`src/rtl/cpu_ctrl_pkg.sv`:
```
// Shared control-unit definitions: step encoding, opcode constants, C-field helpers.
package cpu_ctrl_pkg;

  localparam int unsigned OPC_WIDTH = 5;
  localparam int unsigned C_WIDTH   = 19;
  localparam int unsigned WORD      = 32;

  typedef logic [OPC_WIDTH-1:0] opcode_t;

  // Opcode map (ir[31:27]); the branch value is the default for branch_sequencer.
  localparam opcode_t OPC_LD         = 5'b00000;
  localparam opcode_t OPC_LDI        = 5'b00001;
  localparam opcode_t OPC_ST         = 5'b00010;
  localparam opcode_t OPC_ADD        = 5'b00011;
  localparam opcode_t OPC_SUB        = 5'b00100;
  localparam opcode_t OPC_BR_DEFAULT = 5'b10010;
  localparam opcode_t OPC_JR         = 5'b10011;
  localparam opcode_t OPC_JAL        = 5'b10100;

  // Branch sequencer steps: IDLE=0, T3..T6=1..4.
  typedef enum logic [2:0] {
    ST_IDLE = 3'd0,
    ST_T3   = 3'd1,
    ST_T4   = 3'd2,
    ST_T5   = 3'd3,
    ST_T6   = 3'd4
  } br_state_t;

  // Sign-extend the C field to a full datapath word.
  function automatic logic [WORD-1:0] sext_c(input logic [C_WIDTH-1:0] c);
    return {{(WORD - C_WIDTH){c[C_WIDTH-1]}}, c};
  endfunction

endpackage

```
`src/rtl/branch_sequencer_if.sv`:
```
// Handshake and datapath-strobe bundle between main control and the branch sequencer.
interface branch_sequencer_if;

  // Requests and status from the rest of the control unit / datapath
  logic        start;
  logic        hold;
  logic [31:0] ir;
  logic        con;

  // Datapath strobes
  logic        Gra;
  logic        Rout;
  logic        CONin;
  logic        PCout;
  logic        Yin;
  logic        Cout;
  logic        add_sel;
  logic        Zin;
  logic        Zlowout;
  logic        PCin;

  // Data and status back to main control
  logic [31:0] c_sext;
  logic        busy;
  logic        done;
  logic        taken;
  logic        illegal;

  // Main control side
  modport master (
    output start, hold, ir, con,
    input  Gra, Rout, CONin, PCout, Yin, Cout, add_sel, Zin, Zlowout, PCin,
    input  c_sext, busy, done, taken, illegal
  );

  // Sequencer side
  modport slave (
    input  start, hold, ir, con,
    output Gra, Rout, CONin, PCout, Yin, Cout, add_sel, Zin, Zlowout, PCin,
    output c_sext, busy, done, taken, illegal
  );

endinterface

```
`src/rtl/branch_sequencer.sv`:
```
// Step generator for conditional branches (T3-T6): strobes CONin, reads back CON,
// and loads PC with PC+C only when the branch is taken.
module branch_sequencer
  import cpu_ctrl_pkg::*;
#(
  parameter opcode_t OPC_BR = OPC_BR_DEFAULT
) (
  input  logic               clock,
  input  logic               reset,
  branch_sequencer_if.slave  bus
);

  br_state_t state;
  br_state_t state_next;
  logic      taken_q;
  logic      illegal_q;
  logic      is_br;
  logic      accept;
  logic      reject;
  logic      unused_ir;

  // Condition bits and register fields are consumed elsewhere in the datapath.
  assign unused_ir = ^bus.ir[26:19];

  assign is_br  = (bus.ir[31:27] == OPC_BR);
  assign accept = (state == ST_IDLE) && bus.start && is_br;
  assign reject = (state == ST_IDLE) && bus.start && !is_br;

  // State register
  always_ff @(posedge clock or posedge reset) begin
    if (reset) begin
      state <= ST_IDLE;
    end else begin
      state <= state_next;
    end
  end

  // Next-state: IDLE waits for a branch start; T3..T6 advance unless held
  always_comb begin
    state_next = state;
    case (state)
      ST_IDLE: if (accept)    state_next = ST_T3;
      ST_T3:   if (!bus.hold) state_next = ST_T4;
      ST_T4:   if (!bus.hold) state_next = ST_T5;
      ST_T5:   if (!bus.hold) state_next = ST_T6;
      ST_T6:   if (!bus.hold) state_next = ST_IDLE;
      default:                state_next = ST_IDLE;
    endcase
  end

  // Branch decision captured on the advancing T3->T4 edge; reject pulse for bad opcodes
  always_ff @(posedge clock or posedge reset) begin
    if (reset) begin
      taken_q   <= 1'b0;
      illegal_q <= 1'b0;
    end else begin
      illegal_q <= reject;
      if ((state == ST_T3) && !bus.hold) begin
        taken_q <= bus.con;
      end
    end
  end

  // Moore strobe decode from the current step only
  always_comb begin
    bus.Gra     = 1'b0;
    bus.Rout    = 1'b0;
    bus.CONin   = 1'b0;
    bus.PCout   = 1'b0;
    bus.Yin     = 1'b0;
    bus.Cout    = 1'b0;
    bus.add_sel = 1'b0;
    bus.Zin     = 1'b0;
    bus.Zlowout = 1'b0;
    bus.PCin    = 1'b0;
    bus.done    = 1'b0;
    bus.busy    = (state != ST_IDLE);
    case (state)
      ST_T3: begin
        bus.Gra   = 1'b1;
        bus.Rout  = 1'b1;
        bus.CONin = 1'b1;
      end
      ST_T4: begin
        bus.PCout = 1'b1;
        bus.Yin   = 1'b1;
      end
      ST_T5: begin
        bus.Cout    = 1'b1;
        bus.add_sel = 1'b1;
        bus.Zin     = 1'b1;
      end
      ST_T6: begin
        bus.Zlowout = 1'b1;
        bus.PCin    = taken_q;
        bus.done    = 1'b1;
      end
      default: ;
    endcase
  end

  assign bus.c_sext  = sext_c(bus.ir[C_WIDTH-1:0]);
  assign bus.taken   = taken_q;
  assign bus.illegal = illegal_q;

endmodule

```
`src/flat_wrapper.sv`:
```
// flat-port wrapper written by rule: the top's interface ports become plain ports
module branch_sequencer_flat import cpu_ctrl_pkg::*;
#(
  parameter opcode_t OPC_BR = OPC_BR_DEFAULT
)
  (clock, reset, bus_start, bus_hold, bus_ir, bus_con, bus_Gra, bus_Rout, bus_CONin, bus_PCout, bus_Yin, bus_Cout, bus_add_sel, bus_Zin, bus_Zlowout, bus_PCin, bus_c_sext, bus_busy, bus_done, bus_taken, bus_illegal);
  branch_sequencer_if bus_i ();
  input  logic clock;
  input  logic reset;
  input wire logic [$bits(bus_i.start)-1:0] bus_start;
  input wire logic [$bits(bus_i.hold)-1:0] bus_hold;
  input wire logic [$bits(bus_i.ir)-1:0] bus_ir;
  input wire logic [$bits(bus_i.con)-1:0] bus_con;
  output wire logic [$bits(bus_i.Gra)-1:0] bus_Gra;
  output wire logic [$bits(bus_i.Rout)-1:0] bus_Rout;
  output wire logic [$bits(bus_i.CONin)-1:0] bus_CONin;
  output wire logic [$bits(bus_i.PCout)-1:0] bus_PCout;
  output wire logic [$bits(bus_i.Yin)-1:0] bus_Yin;
  output wire logic [$bits(bus_i.Cout)-1:0] bus_Cout;
  output wire logic [$bits(bus_i.add_sel)-1:0] bus_add_sel;
  output wire logic [$bits(bus_i.Zin)-1:0] bus_Zin;
  output wire logic [$bits(bus_i.Zlowout)-1:0] bus_Zlowout;
  output wire logic [$bits(bus_i.PCin)-1:0] bus_PCin;
  output wire logic [$bits(bus_i.c_sext)-1:0] bus_c_sext;
  output wire logic [$bits(bus_i.busy)-1:0] bus_busy;
  output wire logic [$bits(bus_i.done)-1:0] bus_done;
  output wire logic [$bits(bus_i.taken)-1:0] bus_taken;
  output wire logic [$bits(bus_i.illegal)-1:0] bus_illegal;
  assign bus_i.start = bus_start;
  assign bus_i.hold = bus_hold;
  assign bus_i.ir = bus_ir;
  assign bus_i.con = bus_con;
  assign bus_Gra = bus_i.Gra;
  assign bus_Rout = bus_i.Rout;
  assign bus_CONin = bus_i.CONin;
  assign bus_PCout = bus_i.PCout;
  assign bus_Yin = bus_i.Yin;
  assign bus_Cout = bus_i.Cout;
  assign bus_add_sel = bus_i.add_sel;
  assign bus_Zin = bus_i.Zin;
  assign bus_Zlowout = bus_i.Zlowout;
  assign bus_PCin = bus_i.PCin;
  assign bus_c_sext = bus_i.c_sext;
  assign bus_busy = bus_i.busy;
  assign bus_done = bus_i.done;
  assign bus_taken = bus_i.taken;
  assign bus_illegal = bus_i.illegal;
  branch_sequencer #(.OPC_BR(OPC_BR)) u_core (.clock(clock), .reset(reset), .bus(bus_i));
endmodule
```
`config.mk`:
```
export PLATFORM = sky130hd
export DESIGN_NAME = branch_sequencer_flat
export DESIGN_NICKNAME = d
export VERILOG_FILES = /design/src/rtl/cpu_ctrl_pkg.sv /design/src/rtl/branch_sequencer_if.sv /design/src/rtl/branch_sequencer.sv /design/src/flat_wrapper.sv
export SDC_FILE = /design/constraint.sdc
export NUM_CORES = 1
export LEC_CHECK = 0
export BUFFER_PORTS_ARGS = -buffer_cell sky130_fd_sc_hd__buf_2
export CAP_MARGIN = 0
export CORE_MARGIN = 1.5
export CORE_UTILIZATION = 28
export CTS_BUF_LIST = sky130_fd_sc_hd__clkbuf_2 sky130_fd_sc_hd__clkbuf_4 sky130_fd_sc_hd__clkbuf_8
export DETAILED_ROUTE_END_ITERATION = 12
export GPL_TIMING_DRIVEN = 0
export PLACE_DENSITY = 0.79
export SETUP_SLACK_MARGIN = 0.5
export SYNTH_ARGS = -nofsm -noshare
export SYNTH_HDL_FRONTEND = slang
export SYNTH_SLANG_ARGS = --single-unit
```
`constraint.sdc`:
```
create_clock -name clock -period 1.4 [get_ports clock]
set_input_delay 0.07 -clock clock [delete_from_list [all_inputs] [get_ports clock]]
set_output_delay 0.07 -clock clock [all_outputs]
set_load 0.01 [all_outputs]
```
# After elaboration in Yosys (flattened, before gate mapping)
# Cells that the tools add are included.
[totals]
in_bits = 37
wordCells = 33
regBits = 5
[op_classes]
mux = 11
eq_ne = 10
n_reduce_logical = 9
[op_table]
columns = ["operator", "n"]
rows = [
  ["two-way mux 3 bit", 5],
  ["case mux 3 bit (5 select lines)", 1],
  ["!= test 2 bit, second input constant", 4],
  ["equality test 3 x 2 -> 1 bit, second input constant", 2],
  ["equality test 5 bit, second input constant", 1],
  ["two-way mux 1 bit", 5],
  ["AND reduction 5 bit", 1],
  ["logical AND 1 bit", 4],
  ["equality test 3 x 1 -> 1 bit, second input constant", 1],
  ["equality test 3 bit, second input constant", 1],
  ["logical NOT 3 bit", 1],
  ["nonzero test 3 bit", 1],
  ["logical NOT 1 bit", 2],
  ["!= test 2 x 1 -> 1 bit, second input constant", 1],
]

# Logic depth before layout (Yosys ltp)
# Gate-level depths: netlist of run 1.
[depth]
ltp_word = 5
ltp_mapped = 4

# Worst setup path after synthesis of run 1
# Ideal clock, no wire load.
[synth_path]
path_kind = "reg-to-reg"
startpoint = "register u_core.state[1]"
endpoint = "register u_core.taken_q, in the netlist u_core.bus.taken"
required_ns = 1.273
setup_ns = 0.127
stages_incl_launch_ff = 5
path_slack_ns = -0.003
arrival_time_ns = 1.276
synth_period_minus_slack_ns = 1.403
path_cell_list = "dfrtp_1 -> buf_6 -> nor3b_2 -> and2_1 -> mux2_1"
[synth_via]
elab_chain_len = 2
[synth_lines]
columns = ["item", "line", "rtl"]
rows = [
  ["start, declared", "branch_sequencer.sv:13", "br_state_t state;"],
  ["start signal, assigned", "branch_sequencer.sv:34", "state <= state_next;"],
  ["equality test 3 x 1 -> 1 bit", "branch_sequencer.sv:58", "if ((state == ST_T3) && !bus.hold) begin"],
  ["logical AND 1 bit", "branch_sequencer.sv:58", ""],
  ["end signal, assigned", "branch_sequencer.sv:59", "taken_q <= bus.con;"],
  ["end, declared", "branch_sequencer.sv:15", "logic taken_q;"],
]
# Every way passes these cells.
# A chain may end at the register's enable or synchronous reset.

# Worst setup path after layout of run 1
[layout_path]
startpoint = "register u_core.state[0]"
endpoint = "output bus_busy"
[layout_via]
elab_chain_len = 1
[layout_lines]
columns = ["item", "line", "rtl"]
rows = [
  ["nonzero test 3 bit", "branch_sequencer.sv:77", "bus.busy = (state != ST_IDLE);"],
  ["end, declared", "flat_wrapper.sv:25", "output wire logic [$bits(bus_i.busy)-1:0] bus_busy;"],
]
# Every way passes these cells.

==> summary.md, run 1 <==
| Metric | Value |
|---|---|
| Global route hottest layer | `met2` |
| Worst hold path type | `input port to flop` |
| Max-slew violation count | `0` |
| YS warnings | `0` |
| CP max-delay cell | `dfrtp_2` |
| CP Buf/Inv Count | `1` |
| Worst-path clk slew | `50 ps` |
| Vias after detailed routing | `roughly 600` |
| Worst EP required | `1330 ps` |
| Power, Total | `between 1.5 and 2 mW` |
| Area of the multi-input gates | `~210 µm²` |
| Total track usage | `11.4%` |
| Die Y | `approximately 50 µm` |
| Vias/cell | `3.80` |
| Routed Antenna Nets | `0` |
| CP delay by family, top | `flip-flops` |
| Final min period | `roughly 1300 ps` |
| DIE WIDTH | `48.6 µm` |
| H-tree Lvls | `1` |
| CP Class | `flop to output pin` |
| Gpl congestion | `between 0.7 and 0.8` |
| Post-synth ARST share | `100%` |
| Largest net degree at the start of global routing | `15` |
| Worst-Margin Slew | `between 400 and 500 ps` |
| Syn Nets | `just over 100` |
| Final Cycle Share | `roughly 95%` |
| Fmax | `between 700 and 800 MHz` |
| Initial drt markers | `3` |
| CTS tree | `done` |
| TritonRoute pass-1 iters | `3` |
| Leak pwr | `between 0.6 and 0.7 nW` |
| Crit-path cells | `or3_4 -> buf_6` |
| IO Count | `between 80 and 90` |
| Root Driver | `clkbuf_4` |
| Part of the power in combinational logic | `70.8%` |
| P_sw | `approximately 0.57 mW` |
| Fin Clk Skew | `~1.9 ps` |
| Filler Cell Count | `187` |
| DRC viols | `0` |
| Max FO, Critical Path | `7` |
| Post-synth EDFFs | `0` |
| Unrepaired setup endpoints after global routing | `true` |
| Worst Path Arrival | `~1300 ps` |
| Number of max-cap violations | `0` |
| Max stage delay on crit path | `460 ps` |
| Final Hold Fails | `0` |
| Cell count after synthesis | `66` |
| Nets | `~170` |
| Outcome | `finished clean` |
| First-pass GRT wire length | `2150 µm` |
| Switching Fraction | `between 30% and 40%` |
| Sequential power share | `between 15 and 20%` |
| Syn avg cell area | `between 8 and 9 µm²` |
| Pint | `around 1 mW` |
| Post-Route Setup TNS | `0 ps` |
| Met3 Use GR | `under 10%` |
| Hold Crit Start | `bus_ir[31]` |
| DPL Wire Length | `roughly 1100 µm` |
| Clock network power share | `10.8%` |
| Worst-Skew Late Latency | `roughly 240 ps` |
| Met1 GRT Util | `a little over a tenth` |
| GRT overflow | `0` |
| Sink Count | `5` |
| Core Area | `about 2000 µm²` |
| Max-slew headroom | `between 70 and 80%` |
| Num CTS Buffers | `3` |
| Met2 usage | `23.1%` |
| VDD IR-drop max | `between 0.7 and 0.8 mV` |
| Final WS setup | `roughly 74 ps` |
| Power Dens Cells | `between 1000 and 1500 nW/µm²` |
| Starting Density | `between 20% and 30%` |
| Yosys reg bits | `5` |
| Setup crit start | `u_core.state[0]` |
| Row cnt | `16` |
| Primary FF master, synth | `dfrtp_1` |
| WL per Instance | `9.51 µm` |
| Synth Cell Area | `slightly below 600 µm²` |
| Die area | `approximately 2400 µm²` |
| P&R area growth vs syn | `83.7%` |
| WL final | `about 1500 µm` |
| Layout cells sized above 1 | `between 80% and 90%` |
| Startpoint types | `flop` |
| Place WS | `slightly below 70 ps` |
| Vias in the first global route | `~500` |
| Worst reg2reg path startpoint | `u_core.state[1]` |
| Final setup viols | `0` |
| Max clock buf depth | `2` |
| Ant. Diodes | `0` |
| Initial antenna violation count | `0` |
| Number of port buffers | `55` |
| Sequential fraction of the synthesis area | `21.5%` |
| Crit. End Element | `output pin` |
| Synth cell types | `19` |
| Reg area | `around 130 µm²` |
[layout make-up]
class	count	share of cell area [%]
Timing Repair Buffer	61	33.5
Inverter	5	1.76
Multi-Input combinational cell	17	19.3
Sequential cell	5	11.9
Buffer	39	27.8
Tap cell	27	3.16
Clock buffer	3	2.11
Clock inverter	1	0.468
[power by group through the flow]
| stage | clock, mW | combinational (mW) | sequential [mW] |
|---|---|---|---|
| final | 0.168 | 1.10 | 0.284 |
| after global routing | 0.193 | 1.16 | 0.292 |
| after CTS | 0.178 | 0.977 | 0.283 |
| after detailed placement | 0 | 0.814 | 0.276 |
| after global placement | 0 | 0.805 | 0.268 |
| after floorplan | 0 | 0.565 | 0.274 |
[final timing paths]
check                                     end  slack (ps)  cells after the start
max                                  bus_busy          70                      2
min                        u_core.bus.illegal          70                      2
max reg2reg                  u_core.bus.taken          80                      4
min reg2reg                  u_core.bus.taken         540                      1
max in group asynchronous     u_core.state[2]         950                      3
min in group asynchronous  u_core.bus.illegal         260                      3
[layer usage]
layer	wire [µm]	share of wire [%]	vias to the layer above
met4	0	0	0
met5	0	0	-
li1	-	-	303
met2	857	57	33
met3	119	7.9	0
met1	527	35	265
[stage by stage]
step | util (%) | std cells | cell area (µm²) | hold WS (ps)
final | 54.5 | 158 | 1070 | 69.4
after CTS | 52.1 | 156 | 1020 | 49.5
after detailed placement | 46.6 | 148 | 913 | -29.0
after floorplan | - | 66 | 604 | -151
after global placement | 46.6 | 148 | 913 | -35.0
after global routing | 54.5 | 158 | 1070 | 48.9
[kinds of logic (layout without fill, tap and decap cells)]
logic type      Yosys count  in the layout  synth area share [%]
compound gates            3              3                  5.81
mux                       1              1                  1.94
buf+inv                  44            109                  54.2
simple gates             12             12                  15.1
flops                     5              5                  21.5
xor+xnor                  1              1                  1.51
[placed cells by master, fill, tap and decap left out, drive strengths merged, types with 2 or more instances in the layout]
| cell | n |
|---|---|
| and2 | 2 |
| clkbuf | 3 |
| buf | 99 |
| dfrtp | 5 |
| inv | 5 |
| nor3b | 3 |
| nor3 | 2 |
[cells in the mapped netlist (2+ instances only)]
master   instances  share of area (%)
buf_4           38                 49
nor3b_1          2                2.6
and2_1           2                2.2
inv_1            4                2.6
nor3_1           2                1.7
dfrtp_1          5                 22
[registers in the layout (all words and copies together), names as in the netlist]
name and cells:
u_core.bus.taken 1, u_core.state 3, u_core.bus.illegal 1
[timing repair]
| item | CTS | global route |
|---|---|---|
| endpoints found under the hold margin | 5 | 0 |
| gates cloned | 0 | 0 |
| buffers inserted | 3 | 2 |
| pin swaps | 3 | 8 |
| endpoints found under the setup margin | 17 | 17 |
| hold buffers | 1 | 0 |
| gates resized for setup | 10 | 5 |
Power figures use the tool's default switching activity.
==> run 2: changes to the inputs <==
--- a/config.mk
+++ b/config.mk
@@ -5,6 +5,7 @@
 export SDC_FILE = /design/constraint.sdc
 export NUM_CORES = 1
 export LEC_CHECK = 0
+export ABC_AREA = 1
 export BUFFER_PORTS_ARGS = -buffer_cell sky130_fd_sc_hd__buf_2
 export CAP_MARGIN = 0
 export CORE_MARGIN = 1.5
@@ -12,7 +13,7 @@
 export CTS_BUF_LIST = sky130_fd_sc_hd__clkbuf_2 sky130_fd_sc_hd__clkbuf_4 sky130_fd_sc_hd__clkbuf_8
 export DETAILED_ROUTE_END_ITERATION = 12
 export GPL_TIMING_DRIVEN = 0
-export PLACE_DENSITY = 0.79
+export PLACE_DENSITY = 0.77
 export SETUP_SLACK_MARGIN = 0.5
 export SYNTH_ARGS = -nofsm -noshare
 export SYNTH_HDL_FRONTEND = slang
==> constraint.sdc (replaced) <==
create_clock -name clock -period 1.2 [get_ports clock]
set_input_delay 0.06 -clock clock [delete_from_list [all_inputs] [get_ports clock]]
set_output_delay 0.06 -clock clock [all_outputs]
set_load 0.01 [all_outputs]
==> summary.md, run 2 <==
| Metric | Value |
|---|---|
| Post-synth ARST share | `100%` |
| Most common cell in the netlist | `buf_4` |
| Switching Fraction | `around 41%` |
| DRC viols | `0` |
| Final Cell Area | `1140 µm²` |
| Largest net degree at the start of global routing | `15` |
| Final min period | `between 1000 and 1500 ps` |
| Worst hold path cell count | `2` |
| CP Class | `flop to output pin` |
| Yosys reg bits | `5` |
| Filler Cell Count | `178` |
| DPL Wire Length | `1120 µm` |
| Clock network power share | `roughly a tenth` |
| Biggest register | `u_core.state` |
| WHS Endpoint | `u_core.bus.illegal` |
| Vias/cell | `4.01` |
| Row cnt | `16` |
| Max clock buf depth | `2` |
| IO Count | `83` |
| Post-synth EDFFs | `0` |
| Worst EP required | `1140 ps` |
| Sequential fraction of the synthesis area | `about a fifth` |
| Crit. End Element | `output pin` |
| Fin Clk Skew | `around 0.11 ps` |
| Largest cells by area after synthesis | `buf_4, dfrtp_1, inv_1` |
| Unrepaired setup endpoints after global routing | `true` |
| WL final | `approximately 1500 µm` |
| Routed Antenna Nets | `0` |
| Post-Route Setup TNS | `-139 ps` |
| Nets | `roughly 190` |
| Place WS | `between 100 and 150 ps` |
| Area after DPL | `just over 900 µm²` |
| Final Cycle Share | `103%` |
| GRT overflow | `0` |
| Reg2Reg Depth | `7` |
| P&R area growth vs syn | `88.8%` |
| Core Area | `about 2000 µm²` |
| CTS tree | `done` |
| Sink Count | `5` |
| Syn avg cell area | `just over 7 µm²` |
| Vias after detailed routing | `between 700 and 800` |
| VDD IR-drop max | `~0.90 mV` |
| Worst reg2reg path startpoint | `u_core.state[1]` |
| Worst-path clk slew | `around 40 ps` |
| Worst Path Arrival | `around 1200 ps` |
| Power, Total | `between 2 and 2.5 mW` |
| Most frequent cells in the layout | `buf_2, buf_4, buf_6` |
| Synth top cells by count | `buf_4, inv_1, nand2_1` |
| YS warnings | `0` |
| Initial drt markers | `6` |
| Outcome | `complete, but fails checks` |
| H-tree Lvls | `1` |
| Gpl congestion | `around 0.67` |
| Starting Density | `30.1%` |
| Synth Cell Area | `a little over 600 µm²` |
| Part of the power in combinational logic | `73.1%` |
| Max reg flops | `3` |
| Final WS setup | `-34.3 ps` |
| Reg-to-reg endpoint | `u_core.state[0]` |
| Root Driver | `clkbuf_4` |
| P_sw | `roughly 0.87 mW` |
| Vias in the first global route | `roughly 650` |
| DIE WIDTH | `49.4 µm` |
| Num CTS Buffers | `3` |
| Syn Nets | `roughly 120` |
| R2R Setup Slk | `20 ps` |
| Worst-Margin Slew | `about 200 ps` |
| Hold Crit Start | `bus_ir[31]` |
| Die area | `2440 µm²` |
| Max-slew headroom | `slightly below 90%` |
| Failing checks | `negative setup slack` |
| Total track usage | `between 10 and 15%` |
| Pint | `1.23 mW` |
| Max-slew violation count | `0` |
| Post-synth top area share | `47.3%` |
| Startpoint types | `flop` |
| Final setup viols | `6` |
| WL per Instance | `8.59 µm` |
| Sequential power share | `between 10% and 20%` |
| Number of max-cap violations | `0` |
| Commonest non-fill, non-tap cell in the layout | `buf_2` |
| Layout cells sized above 1 | `83.7%` |
| Max FO, Critical Path | `4` |
| First-pass GRT wire length | `roughly 2400 µm` |
| Yosys top cell by area | `buf_4` |
| Leak pwr | `~0.68 nW` |
| Final Hold Fails | `0` |
| Primary FF master, synth | `dfrtp_1` |
| Cell count after synthesis | `between 80 and 90` |
| Worst-Skew Late Latency | `230 ps` |
| Initial antenna violation count | `0` |
| Ant. Diodes | `0` |
| Worst hold path type | `input port to flop` |
| Synth cell types | `16` |
| Power Dens Cells | `between 1500 and 2000 nW/µm²` |
| TritonRoute pass-1 iters | `4` |
| Number of port buffers | `55` |
| Fmax | `approximately 800 MHz` |
| Die Y | `49.4 µm` |
-- run 2: changes by cell type after synthesis, moves of 2 or more --
cell / previous run / this run
nand2_1: 0 / 8
inv_1: 4 / 9
nor2_1: 1 / 5
a21oi_1: 0 / 3
nand2_2: 0 / 3
nand3_1: 0 / 3
and2_1: 2 / 0
nand4_1: 0 / 2
nor3_1: 2 / 0
nor3b_1: 2 / 0
-- run 2: area by class of cell --
| cell class | count | area [µm²] | area share [%] |
|---|---|---|---|
| Timing Repair Buffer | 65 | 398 | 34.9 |
| Buffer | 38 | 293 | 25.7 |
| Multi-Input combinational cell | 29 | 200 | 17.6 |
| Sequential cell | 5 | 129 | 11.3 |
| Inverter | 12 | 55.1 | 4.84 |
| Tap cell | 27 | 33.8 | 2.97 |
| Clock buffer | 4 | 30.0 | 2.64 |
-- run 2: cells by family after synthesis --
logic type,count (synthesis),synth area share (%)
buf+inv,50,55.0
simple gates,23,19.1
compound gates,6,5.19
flops,5,20.7
-- run 2: power groups by stage --
stage	clock network, mW	logic, mW	registers (mW)
after floorplan	0	0.725	0.343
after global placement	0	1.01	0.339
after detailed placement	0	1.04	0.343
after CTS	0.219	1.48	0.348
after global routing	0.227	1.65	0.369
final	0.208	1.54	0.355
-- run 2: routing by layer --
layer,global-route usage [%],vias to the layer above,share of wire (%)
li1,-,360,-
met1,10.7,308,32
met2,27.9,52,58
met3,1.84,2,10
met4,5.56,0,0.52
met5,0,-,0
-- run 2: worst max-delay path, cell delays in order, from the launching register on --
cell     delay [ps]
dfrtp_2         460
inv_2            80
nand3_1         110
inv_2            90
buf_4            90
buf_2           110
-- run 2: how the worst max path moves through the flow --
stage	from	end	slack [ps]
6_report	u_core.state[2]	bus_Zin	-30
5_1_grt	u_core.state[2]	bus_add_sel	-120
4_1_cts	u_core.state[0]	bus_Rout	-20
3_5_place_dp	u_core.state[0]	u_core.state[0]	100
3_3_place_gp	u_core.state[0]	u_core.state[0]	120
2_1_floorplan	u_core.state[1]	u_core.bus.taken	150
-- run 2: repair_timing --
action / in CTS / in global routing
endpoints found under the hold margin: 5 / 0
pin swaps: 4 / 0
cloned: 0 / 0
buffers inserted: 8 / 1
hold buffers: 1 / 0
endpoints found under the setup margin: 19 / 19
resized for setup: 21 / 2
-- run 2: per-stage QoR --
step                hold slack, ps  utilization [%]  instances
global placement             -41.1             46.7        166
finish                        20.8             56.9        180
global route                  27.9             56.9        180
detailed placement           -35.6             46.7        166
floorplan                     -162                -         84
CTS                           11.6             56.3        179
==> run 3: changes to the inputs <==
--- a/config.mk
+++ b/config.mk
@@ -14,6 +14,7 @@
 export DETAILED_ROUTE_END_ITERATION = 12
 export GPL_TIMING_DRIVEN = 0
 export PLACE_DENSITY = 0.77
+export RECOVER_POWER = 50
 export SETUP_SLACK_MARGIN = 0.5
 export SYNTH_ARGS = -nofsm -noshare
 export SYNTH_HDL_FRONTEND = slang
==> summary.md, run 3 (synthesis results as in run 2) <==
| Metric | Value |
|---|---|
| IO Count | `a little over 80` |
| Core Area | `2000 µm²` |
| H-tree Lvls | `1` |
| Max clock buf depth | `2` |
| Worst hold path type | `input port to flop` |
| Die Y | `49.4 µm` |
| Initial drt markers | `6` |
| Max-slew headroom | `86.8%` |
| Starting Density | `between 30% and 40%` |
| Max FO, Critical Path | `4` |
| Worst EP required | `approximately 1100 ps` |
| Number of port buffers | `55` |
| Worst-path clk slew | `approximately 40 ps` |
| CP Class | `flop to output pin` |
| Vias after detailed routing | `just over 700` |
| Worst-Skew Late Latency | `around 230 ps` |
| VDD IR-drop max | `between 0.9 and 1 mV` |
| Startpoint types | `flop` |
| Met1 GRT Util | `a little over a tenth` |
| Routed Antenna Nets | `0` |
| Place WS | `105 ps` |
| Final Hold Fails | `0` |
| Root Driver | `clkbuf_4` |
| Power, Total | `roughly 2.1 mW` |
| Initial antenna violation count | `0` |
| Sink Count | `5` |
| Failing checks | `negative setup slack` |
| Nets | `about 190` |
| Met3 Use GR | `approximately 1.8%` |
| Worst Path Arrival | `between 1000 and 1500 ps` |
| Vias/cell | `approximately 4.0` |
| Global route hottest layer | `met2` |
| Fin Clk Skew | `~0.11 ps` |
| Power Dens Cells | `1880 nW/µm²` |
| Fmax | `around 800 MHz` |
| DIE WIDTH | `49.4 µm` |
| TritonRoute pass-1 iters | `4` |
| Gpl congestion | `roughly 0.67` |
| Final setup viols | `6` |
| DRC viols | `0` |
| CTS tree | `done` |
| Max reg flops | `3` |
| Layout Utilization | `55.6%` |
| Ant. Diodes | `0` |
| Die area | `approximately 2400 µm²` |
| Most frequent cells in the layout | `buf_4, buf_2, clkbuf_1` |
| Final min period | `about 1200 ps` |
| WL per Instance | `between 8 and 9 µm` |
| Number of max-cap violations | `0` |
| Worst-Margin Slew | `~200 ps` |
| Biggest register | `u_core.state` |
| Layout cells sized above 1 | `a little over two thirds` |
| Num CTS Buffers | `3` |
| Final WS setup | `-34.3 ps` |
| WL final | `around 1500 µm` |
| P&R area growth vs syn | `84.4%` |
| Commonest non-fill, non-tap cell in the layout | `buf_4` |
| Vias in the first global route | `between 600 and 700` |
| Unrepaired setup endpoints after global routing | `true` |
| Leak pwr | `about 0.62 nW` |
| GRT overflow | `0` |
| Final Cycle Share | `103%` |
| First-pass GRT wire length | `2450 µm` |
| Outcome | `complete, but fails checks` |
| Largest net degree at the start of global routing | `15` |
| Row cnt | `16` |
| DPL Wire Length | `about 1100 µm` |
| Crit. End Element | `output pin` |
| Total track usage | `12.7%` |
| Met2 usage | `roughly 28%` |
| Max-slew violation count | `0` |
[run 3: cell types whose count changed in the layout (fill, tap and decap cells not counted), sizes merged]
cell,delta
clkbuf,+21
buf,-21
[run 3: metal layers]
| metal | part of all wire [%] | wire length, µm | vias up |
|---|---|---|---|
| li1 | - | - | 360 |
| met4 | 0.52 | 8 | 0 |
| met3 | 9.6 | 148 | 2 |
| met2 | 58 | 892 | 52 |
| met1 | 32 | 499 | 305 |
| met5 | 0 | 0 | - |
[run 3: layout make-up]
type | instances | area (µm²)
fill | 195 | 890
buffer | 38 | 293
tap | 27 | 33.8
sequential | 5 | 129
multi-input combinational | 29 | 200
clock buffer | 4 | 30.0
inverter | 12 | 55.1
timing repair buffer | 65 | 372
[run 3: what timing repair did]
item	4_1_cts	5_1_grt
endpoints found under the setup margin	19	19
pin swaps	4	0
gates resized for setup	21	2
hold buffers	1	0
hold endpoints to repair	5	0
setup buffers	8	1
[run 3: final timing paths]
check	startpoint	to	slack (ps)	depth (start not counted)
worst max-delay path	u_core.state[2]	bus_Zin	-30	5
worst min-delay path	bus_ir[31]	u_core.bus.illegal	20	2
worst max register to register	u_core.state[1]	u_core.state[0]	20	7
worst min register to register	u_core.bus.taken	u_core.bus.taken	560	2
max in group asynchronous	reset	u_core.state[1]	730	3
min in group asynchronous	reset	u_core.bus.taken	280	3
[run 3: power by group]
group | internal (mW) | switching, mW
sequential | 0.249 | 0.107
combinational | 0.822 | 0.704
clock | 0.148 | 0.0605
[run 3: per-stage QoR]
| step | cell area (µm²) | TNS [ps] | instances | hold WS, ps |
|---|---|---|---|---|
| after detailed placement | 935 | 0 | 166 | -35.6 |
| after global routing | 1110 | -818 | 180 | 27.9 |
| after CTS | 1130 | -66.2 | 179 | 11.6 |
| after global placement | 935 | 0 | 166 | -41.1 |
| final | 1110 | -139 | 180 | 20.8 |
| after floorplan | 626 | 0 | 84 | -162 |
[run 3: worst max-delay path, cell delays in order, from the launching register on]
cell	delay, ps
dfrtp_2	460
inv_2	80
nand3_1	110
inv_2	90
buf_4	90
buf_2	110
